--- src/rtl/lifo_stack.sv ---
// ---------------------------------------------------------------------------
// lifo_stack
//   Parametrised LIFO stack used as the call/return and operand stack of the
//   processor datapath. The width and depth are configurable. Push and pop
//   have separate strobes. A push and a pop in the same cycle replace the top
//   entry. The block also provides full/empty flags, an occupancy count, a
//   synchronous flush, and one-cycle overflow/underflow error pulses.
//
// Parameters
//   dw     data width in bits (>=1)
//   depth  number of entries (>=2, any value, not only powers of two)
//   aw     width of the count, $clog2(depth+1) (fixed, not overridable)
//
// Ports
//   i_clk        clock; all state changes on the rising edge
//   i_reset      synchronous active-high reset (highest priority)
//   i_clear      synchronous flush, same effect as reset, below reset
//   i_push       push i_din this cycle
//   i_pop        pop the top entry this cycle
//   i_din        data to push
//   o_dout       registered top-of-stack value, 0 when empty
//   o_empty      count == 0
//   o_full       count == depth
//   o_count      number of valid entries, 0..depth (registered)
//   o_overflow   1-cycle pulse: push rejected because the stack was full
//   o_underflow  1-cycle pulse: pop rejected because the stack was empty
// ---------------------------------------------------------------------------
module lifo_stack #(
  parameter  int dw    = 8,
  parameter  int depth = 16,
  localparam int aw    = $clog2(depth + 1)
) (
  input  logic          i_clk,
  input  logic          i_reset,
  input  logic          i_clear,
  input  logic          i_push,
  input  logic          i_pop,
  input  logic [dw-1:0] i_din,
  output logic [dw-1:0] o_dout,
  output logic          o_empty,
  output logic          o_full,
  output logic [aw-1:0] o_count,
  output logic          o_overflow,
  output logic          o_underflow
);

  // Storage index width. aw >= iw always holds, so slicing a count down to
  // iw bits is safe whenever the count value is below depth.
  localparam int iw = (depth > 1) ? $clog2(depth) : 1;

  localparam logic [aw-1:0] c_zero = aw'(1'b0);
  localparam logic [aw-1:0] c_one  = aw'(1'b1);
  localparam logic [aw-1:0] c_two  = aw'(2'd2);
  localparam logic [aw-1:0] c_full = aw'(depth);

  logic [dw-1:0] r_mem [depth];
  logic [aw-1:0] r_count;
  logic [dw-1:0] r_dout;
  logic          r_overflow;
  logic          r_underflow;

  logic          w_empty;
  logic          w_full;
  logic [aw-1:0] w_cnt_m1;
  logic [aw-1:0] w_cnt_m2;
  logic [aw-1:0] w_count_nxt;
  logic [dw-1:0] w_dout_nxt;
  logic          w_ovf_nxt;
  logic          w_udf_nxt;
  logic          w_we;
  logic [iw-1:0] w_waddr;
  logic [iw-1:0] w_raddr;

  assign w_empty  = (r_count == c_zero);
  assign w_full   = (r_count == c_full);
  assign w_cnt_m1 = r_count - c_one;
  assign w_cnt_m2 = r_count - c_two;

  // Decode this cycle's operation into the next count, top value, error pulses and memory write.
  always_comb begin
    w_count_nxt = r_count;
    w_dout_nxt  = r_dout;
    w_ovf_nxt   = 1'b0;
    w_udf_nxt   = 1'b0;
    w_we        = 1'b0;
    w_waddr     = {iw{1'b0}};
    w_raddr     = {iw{1'b0}};
    case ({i_push, i_pop})
      2'b10: begin
        if (w_full) begin
          w_ovf_nxt = 1'b1;
        end else begin
          w_we        = 1'b1;
          w_waddr     = r_count[iw-1:0];
          w_count_nxt = r_count + c_one;
          w_dout_nxt  = i_din;
        end
      end
      2'b01: begin
        if (w_empty) begin
          w_udf_nxt = 1'b1;
        end else if (r_count == c_one) begin
          w_count_nxt = c_zero;
          w_dout_nxt  = {dw{1'b0}};
        end else begin
          // The entry below the current top becomes the new top. The read
          // address is only formed when count >= 2, so it stays below depth.
          w_raddr     = w_cnt_m2[iw-1:0];
          w_count_nxt = w_cnt_m1;
          w_dout_nxt  = r_mem[w_raddr];
        end
      end
      2'b11: begin
        if (w_empty) begin
          // Nothing to replace: this behaves as a plain push into slot 0.
          w_we        = 1'b1;
          w_waddr     = {iw{1'b0}};
          w_count_nxt = c_one;
          w_dout_nxt  = i_din;
        end else begin
          // Replace the top entry. This is legal when full, because the
          // count does not change.
          w_we       = 1'b1;
          w_waddr    = w_cnt_m1[iw-1:0];
          w_dout_nxt = i_din;
        end
      end
      2'b00: begin
        w_count_nxt = r_count;
      end
      default: begin
        w_count_nxt = r_count;
      end
    endcase
  end

  // Registered state and outputs; reset wins over clear, and clear wins over the decoded operation.
  always_ff @(posedge i_clk) begin
    if (i_reset) begin
      r_count     <= c_zero;
      r_dout      <= {dw{1'b0}};
      r_overflow  <= 1'b0;
      r_underflow <= 1'b0;
    end else if (i_clear) begin
      r_count     <= c_zero;
      r_dout      <= {dw{1'b0}};
      r_overflow  <= 1'b0;
      r_underflow <= 1'b0;
    end else begin
      r_count     <= w_count_nxt;
      r_dout      <= w_dout_nxt;
      r_overflow  <= w_ovf_nxt;
      r_underflow <= w_udf_nxt;
    end
  end

  // Storage write port. The contents are not cleared; operations are dropped during reset or clear.
  always_ff @(posedge i_clk) begin
    if (w_we && !i_reset && !i_clear) begin
      r_mem[w_waddr] <= i_din;
    end
  end

  assign o_dout      = r_dout;
  assign o_count     = r_count;
  assign o_empty     = w_empty;
  assign o_full      = w_full;
  assign o_overflow  = r_overflow;
  assign o_underflow = r_underflow;

endmodule

--- config.mk ---
export PLATFORM = sky130hd
export DESIGN_NAME = lifo_stack
export DESIGN_NICKNAME = d
export VERILOG_FILES = /design/src/rtl/lifo_stack.sv
export SDC_FILE = /design/constraint.sdc
export NUM_CORES = 1
export LEC_CHECK = 0
export CAP_MARGIN = 20
export CORE_ASPECT_RATIO = 1.5
export CORE_MARGIN = 8
export CORE_UTILIZATION = 39
export DETAILED_ROUTE_END_ITERATION = 10
export HOLD_SLACK_MARGIN = 0.15
export SYNTH_ARGS = -nofsm -noshare
export SYNTH_HDL_FRONTEND = slang
export SYNTH_SLANG_ARGS = --single-unit
--- constraint.sdc ---
create_clock -name i_clk -period 2.9 [get_ports i_clk]
set_input_delay 0.435 -clock i_clk [delete_from_list [all_inputs] [get_ports i_clk]]
set_output_delay 0.435 -clock i_clk [all_outputs]
set_load 0.01 [all_outputs]
Yosys cells after proc, flatten, opt, wreduce, memory -nomap -nowiden
Memories as Yosys holds them, arrays and structs flattened.
Cells that the tools add are included.
{"block": "word_totals", "reg_bits": 15, "mem_bits_rw": 128, "input_bits": 13, "output_inout_bits": 17, "n_memories": 1}
{"name": "r_mem", "words": 16, "word_bits": 8, "rd": 1, "rd_ports_with_merged_regs": 0, "wr": 1, "line_no": "56", "text": "logic [dw-1:0] r_mem [depth];"}
{"block": "classes", "addsub": 3, "eq_ne": 8, "mux": 18, "bitwise": 3, "n_reduce_logical": 12}
{"cell": "$mux 8", "n": 3}
{"cell": "$pmux 8 s3", "n": 1}
{"cell": "$mux 5", "n": 4}
{"cell": "$pmux 5 s3", "n": 1}
{"cell": "$mux 4", "n": 2}
{"cell": "$pmux 4 s2", "n": 1}
{"cell": "$ne 2x2->1 const B", "n": 3}
{"cell": "$reduce_or 3->1", "n": 2}
{"cell": "$add 5x1->5 const B", "n": 1}
{"cell": "$eq 5x1->1 const B", "n": 1}
{"cell": "$eq 5x5->1 const B", "n": 1}
{"cell": "$logic_not 5->1", "n": 1}
{"cell": "$mux 1", "n": 5}
{"cell": "$sub 5x1->5 const B", "n": 1}
{"cell": "$eq 2x2->1 const B", "n": 2}
{"cell": "$reduce_and 4->1", "n": 1}
{"cell": "$sub 4x2->4 const B", "n": 1}
{"cell": "$not 1->1", "n": 3}
{"cell": "$reduce_and 3->1", "n": 1}
{"cell": "$reduce_bool 3->1", "n": 1}
{"cell": "$eq 2x1->1 const B", "n": 1}
{"cell": "$logic_and 1x1->1", "n": 2}
{"cell": "$logic_not 1->1", "n": 2}
{"cell": "$logic_not 2->1", "n": 1}
{"cell": "other kinds (2)", "n": 2}

Depth between registers and ports, before layout
{"block": "logic_depth", "word_depth": 7, "depth_mapped": 10, "mapped_depth_nobuf": 7}

Least setup slack after synthesis
OpenSTA, ideal clock, no wires.
{"block": "synth_path", "path_type": "register to register", "start": "reg r_count[1], in the netlist o_count[1]", "end": "mem r_mem[10][0] (enable)", "arrival_time_ns": 2.438, "path_slack_ns": 0.091, "path_stages_with_launch": 10, "path_buffers": 2, "path_cell_list": "dfxtp_1 buf_2 clkbuf_1 inv_1 ha_1 a21boi_0 xnor2_1 o31ai_1 nand3_1 nor2_1"}
{"block": "synth_via", "elab_chain_cells": 7, "word_cells_on_any_way": 12, "classes_between": "1 x add/sub; 1 x eq/ne; 7 x mux; 3 x reduce/logical"}
{"item": "from (decl)", "line_no": "57", "text": "logic [aw-1:0] r_count;"}
{"item": "from (signal assigned)", "line_no": "140", "text": "r_count <= c_zero;"}
{"item": "from (signal assigned)", "line_no": "145", "text": "r_count <= c_zero;"}
{"item": "from (signal assigned)", "line_no": "150", "text": "r_count <= w_count_nxt;"}
{"item": "$eq 5x5->1", "line_no": "75", "text": "assign w_full = (r_count == c_full);"}
{"item": "$mux 1", "line_no": "90", "text": "if (w_full) begin"}
{"item": "$pmux 1 s2", "line_no": "88", "text": "case ({i_push, i_pop})"}
{"item": "$logic_and 1x1->1 (2 in a row)", "line_no": "159", "text": "if (w_we && !i_reset && !i_clear) begin"}
{"item": "$mux 1", "line_no": "159"}
{"item": "$mux 1 (not written as such)", "line_no": "160", "text": "r_mem[w_waddr] <= i_din;"}
{"item": "to (decl)", "line_no": "56"}
Several ways; a longest one is shown, not always the timed one.

Worst setup path in the final report
{"block": "layout_path", "start": "reg r_count[0], in the netlist o_count[0]", "end": "out o_full"}
{"block": "layout_via", "elab_chain_cells": 1}
{"item": "$eq 5x5->1", "line_no": "75"}
{"item": "to (decl)", "line_no": "41", "text": "output logic o_full,"}
No other way between the ends.

==> flow_metrics.py <==
metrics = {
    "run_status": {
        "outcome": "finished clean",
    },
    "clocking": {
        "h-tree-depth": 4,
        "cts_setup_buffers": 0,
        "insertion_delay_ps": 410,
        "cts_buffers": 17,
        "cts_root_buffer": "clkbuf_16",
        "cts_tree": "done",
        "clock_sinks": 143,
        "post_cts_resized": 0,
        "cts.path.max_buffers": 2,
        "hold_buffers": 0,
        "clkTransAtPathRegs_ps": 60,
    },
    "routing": {
        "first_pass_iters": 4,
        "ant_nets": 0,
        "drcViolationCount": 0,
        "wire_per_inst_um": 20.8,
        "wirelength_um": 14000,
        "routed_via_density": 5.43,
        "drt_iter0_drc": 271,
        "via_count": 3654,
    },
    "yosys": {
        "yosysMostFrequentCell": "edfxtp_1",
        "ys_warn_count": 0,
        "synthTopCellsByCount": "edfxtp_1, mux2i_1, nor2_1",
        "yosysTopAreaCell": "edfxtp_1",
        "synthArstFlopShare_pct": 0,
        "yosys_register_bits": 143,
        "syn_avg_cell_area_um2": 15.8,
        "ys_top_cells_by_area": "edfxtp_1, mux4_2, dfxtp_1",
        "synthFlopType": "edfxtp_1",
        "synth_nets": 410,
        "synth_edf_count": 128,
        "seq_area_frac_synth_pct": 67.1,
        "synth_cell_types": 46,
        "syn-instance-count": 390,
        "synth_top_area_share_pct": 62.2,
        "syn_area_um2": 6180,
    },
    "sta": {
        "finalMaxSlewViolations": 0,
        "timing.hold.ws_ps": 592,
        "setup_viol": 0,
        "fin_tns_setup_ps": 0,
        "slew-limit-headroom_pct": 43.9,
        "worstMarginPinSlew_ps": 838,
        "rsz0062_at_grt": "no",
        "max_freq_ghz": 0.401,
        "finalCritPeriodShare_pct": 86.0,
        "hold_violations": 0,
        "fin_worst_skew_ps": 5.10,
        "layout_min_cycle_time_ps": 2490,
    },
    "global_routing": {
        "grt_pass1_vias": 3810,
        "grt.overflow.total": 0,
        "met2_usage_pct": 25.0,
        "antenna_found_initial": 0,
        "grt_pass1_wl_um": 21800,
        "met1_usage_pct": 16.1,
        "track_usage_pct": 14.4,
        "grtUsageMet3_pct": 3.08,
        "busiest_layer": "met2",
        "grt_start_max_net_pins": 32,
    },
    "setup_path": {
        "endpoint_kind": "output port",
        "path_cells": "inv_1 -> ha_1 -> nand4bb_1 -> inv_1 -> clkdlybuf4s50_1",
        "path_buf_inv": 3,
        "path_class": "reg2out",
        "cpMaxStageDelayCell": "clkdlybuf4s50_1",
        "path_max_fanout": 5,
        "critical_path_required_ps": 2470,
        "crit_path_start_kind": "flip-flop",
        "path_delay_family": "buffers and inverters",
        "cp_slowest_stage_delay_ps": 540,
        "worst_path_most_repeated_cell": "inv_1",
        "worstPathArrival_ps": 2060,
    },
    "power_and_ir_drop": {
        "ir_drop_uv": 363,
        "power.density_nw_per_um2": 673,
        "p_leak_nw": 2.45,
    },
    "place": {
        "hpwl_um": 9770,
        "io_buffers": 29,
        "gp_congestion": 0.918,
    },
    "layout": {
        "ff_latch_area_um2": 4150,
        "synthToLayoutAreaGrowth_pct": 21.0,
        "multi_input_area_um2": 1840,
        "nNetsFinal": 477,
        "drive_above_1_share_pct": 21.5,
        "fillers": 1325,
        "diodes": 0,
    },
    "die": {
        "core_um2": 15600,
        "start_util_pct": 39.7,
        "die_h_um": 170,
        "ios": 30,
        "row_count": 56,
        "fp.dieW_um": 119,
        "die_area_um2": 20200,
    },
    "job": {
        "maxCapViolCount": 0,
    },
    "min_path": {
        "hold_class": "reg2reg",
    },
}
per-layer routing:
metal	part of all wire, %	vias to the layer above	wire (um)
met1	40	1823	5630
met2	51	108	7160
met5	0	-	0
li1	-	1694	-
met4	4.5	0	629
met3	4.3	29	596
state kept, by name, indices dropped and copies added (netlist names):
name,flops
r_mem,128
o_dout,8
o_count,5
o_overflow,1
o_underflow,1
path summary, 6_finish.rpt:
| path | startpoint | to | slack (ps) | depth (start not counted) |
|---|---|---|---|---|
| worst max register to register | o_count[3] | r_mem[2][7] | 440 | 7 |
| worst min register to register | o_dout[7] | o_dout[7] | 590 | 2 |
| worst max-delay path | o_count[0] | o_full | 410 | 5 |
| worst min-delay path | o_dout[7] | o_dout[7] | 590 | 2 |
through the flow:
stage               utilization (%)  instance area [um2]  worst slack [ps]  total power [mW]  cells
finish                         48.1                 7480               405              5.03    673
global route                   48.1                 7480               196              5.20    673
CTS                            48.1                 7480               382              5.07    673
detailed placement             44.2                 6870               160              2.86    641
global placement               44.2                 6870               222              2.85    641
floorplan                         -                 6180              91.4              2.65    390
cell families (layout without fill, tap and decap cells):
family,after synthesis,count (layout),share of synthesized area (%)
AOI/OAI and AO/OA,79,79,9.64
xor gates and xnor gates,6,6,0.850
adders and majority gates,7,7,1.42
buffers and inverters,30,110,3.10
DFF,143,143,67.1
muxes,48,48,11.4
and+or+nand+nor,77,77,6.50
cells in the final DEF (no fill, tap or decap), drive strengths merged, types with 10 or more instances in the layout:
cell type,count
clkdlybuf4s50,29
mux4,18
inv,15
nor2b,17
dfxtp,15
clkbuf,17
a211oi,10
buf,40
edfxtp,128
nand2,15
nor2,25
mux2i,29
a31oi,11
tightest hold or removal path, stage by stage (launching register included):
cell and delay [ps]:
dfxtp_1 310, o221ai_1 190, a21oi_1 40
power by group:
group | switching (mW) | leakage, nW | internal [mW]
clock network | 0.855 | 0.294 | 1.37
registers | 0.0146 | 1.27 | 2.27
logic | 0.306 | 0.883 | 0.225
cell type report:
type                       instances  share of cell area, %
sequential                       143                   55.5
multi-input combinational        217                   24.7
timing repair buffer              69                   7.90
clock buffer                      17                   5.69
tap                              203                   3.40
clock inverter                    15                   2.44
inverter                           9                  0.452
Power figures use the tool's default switching activity.
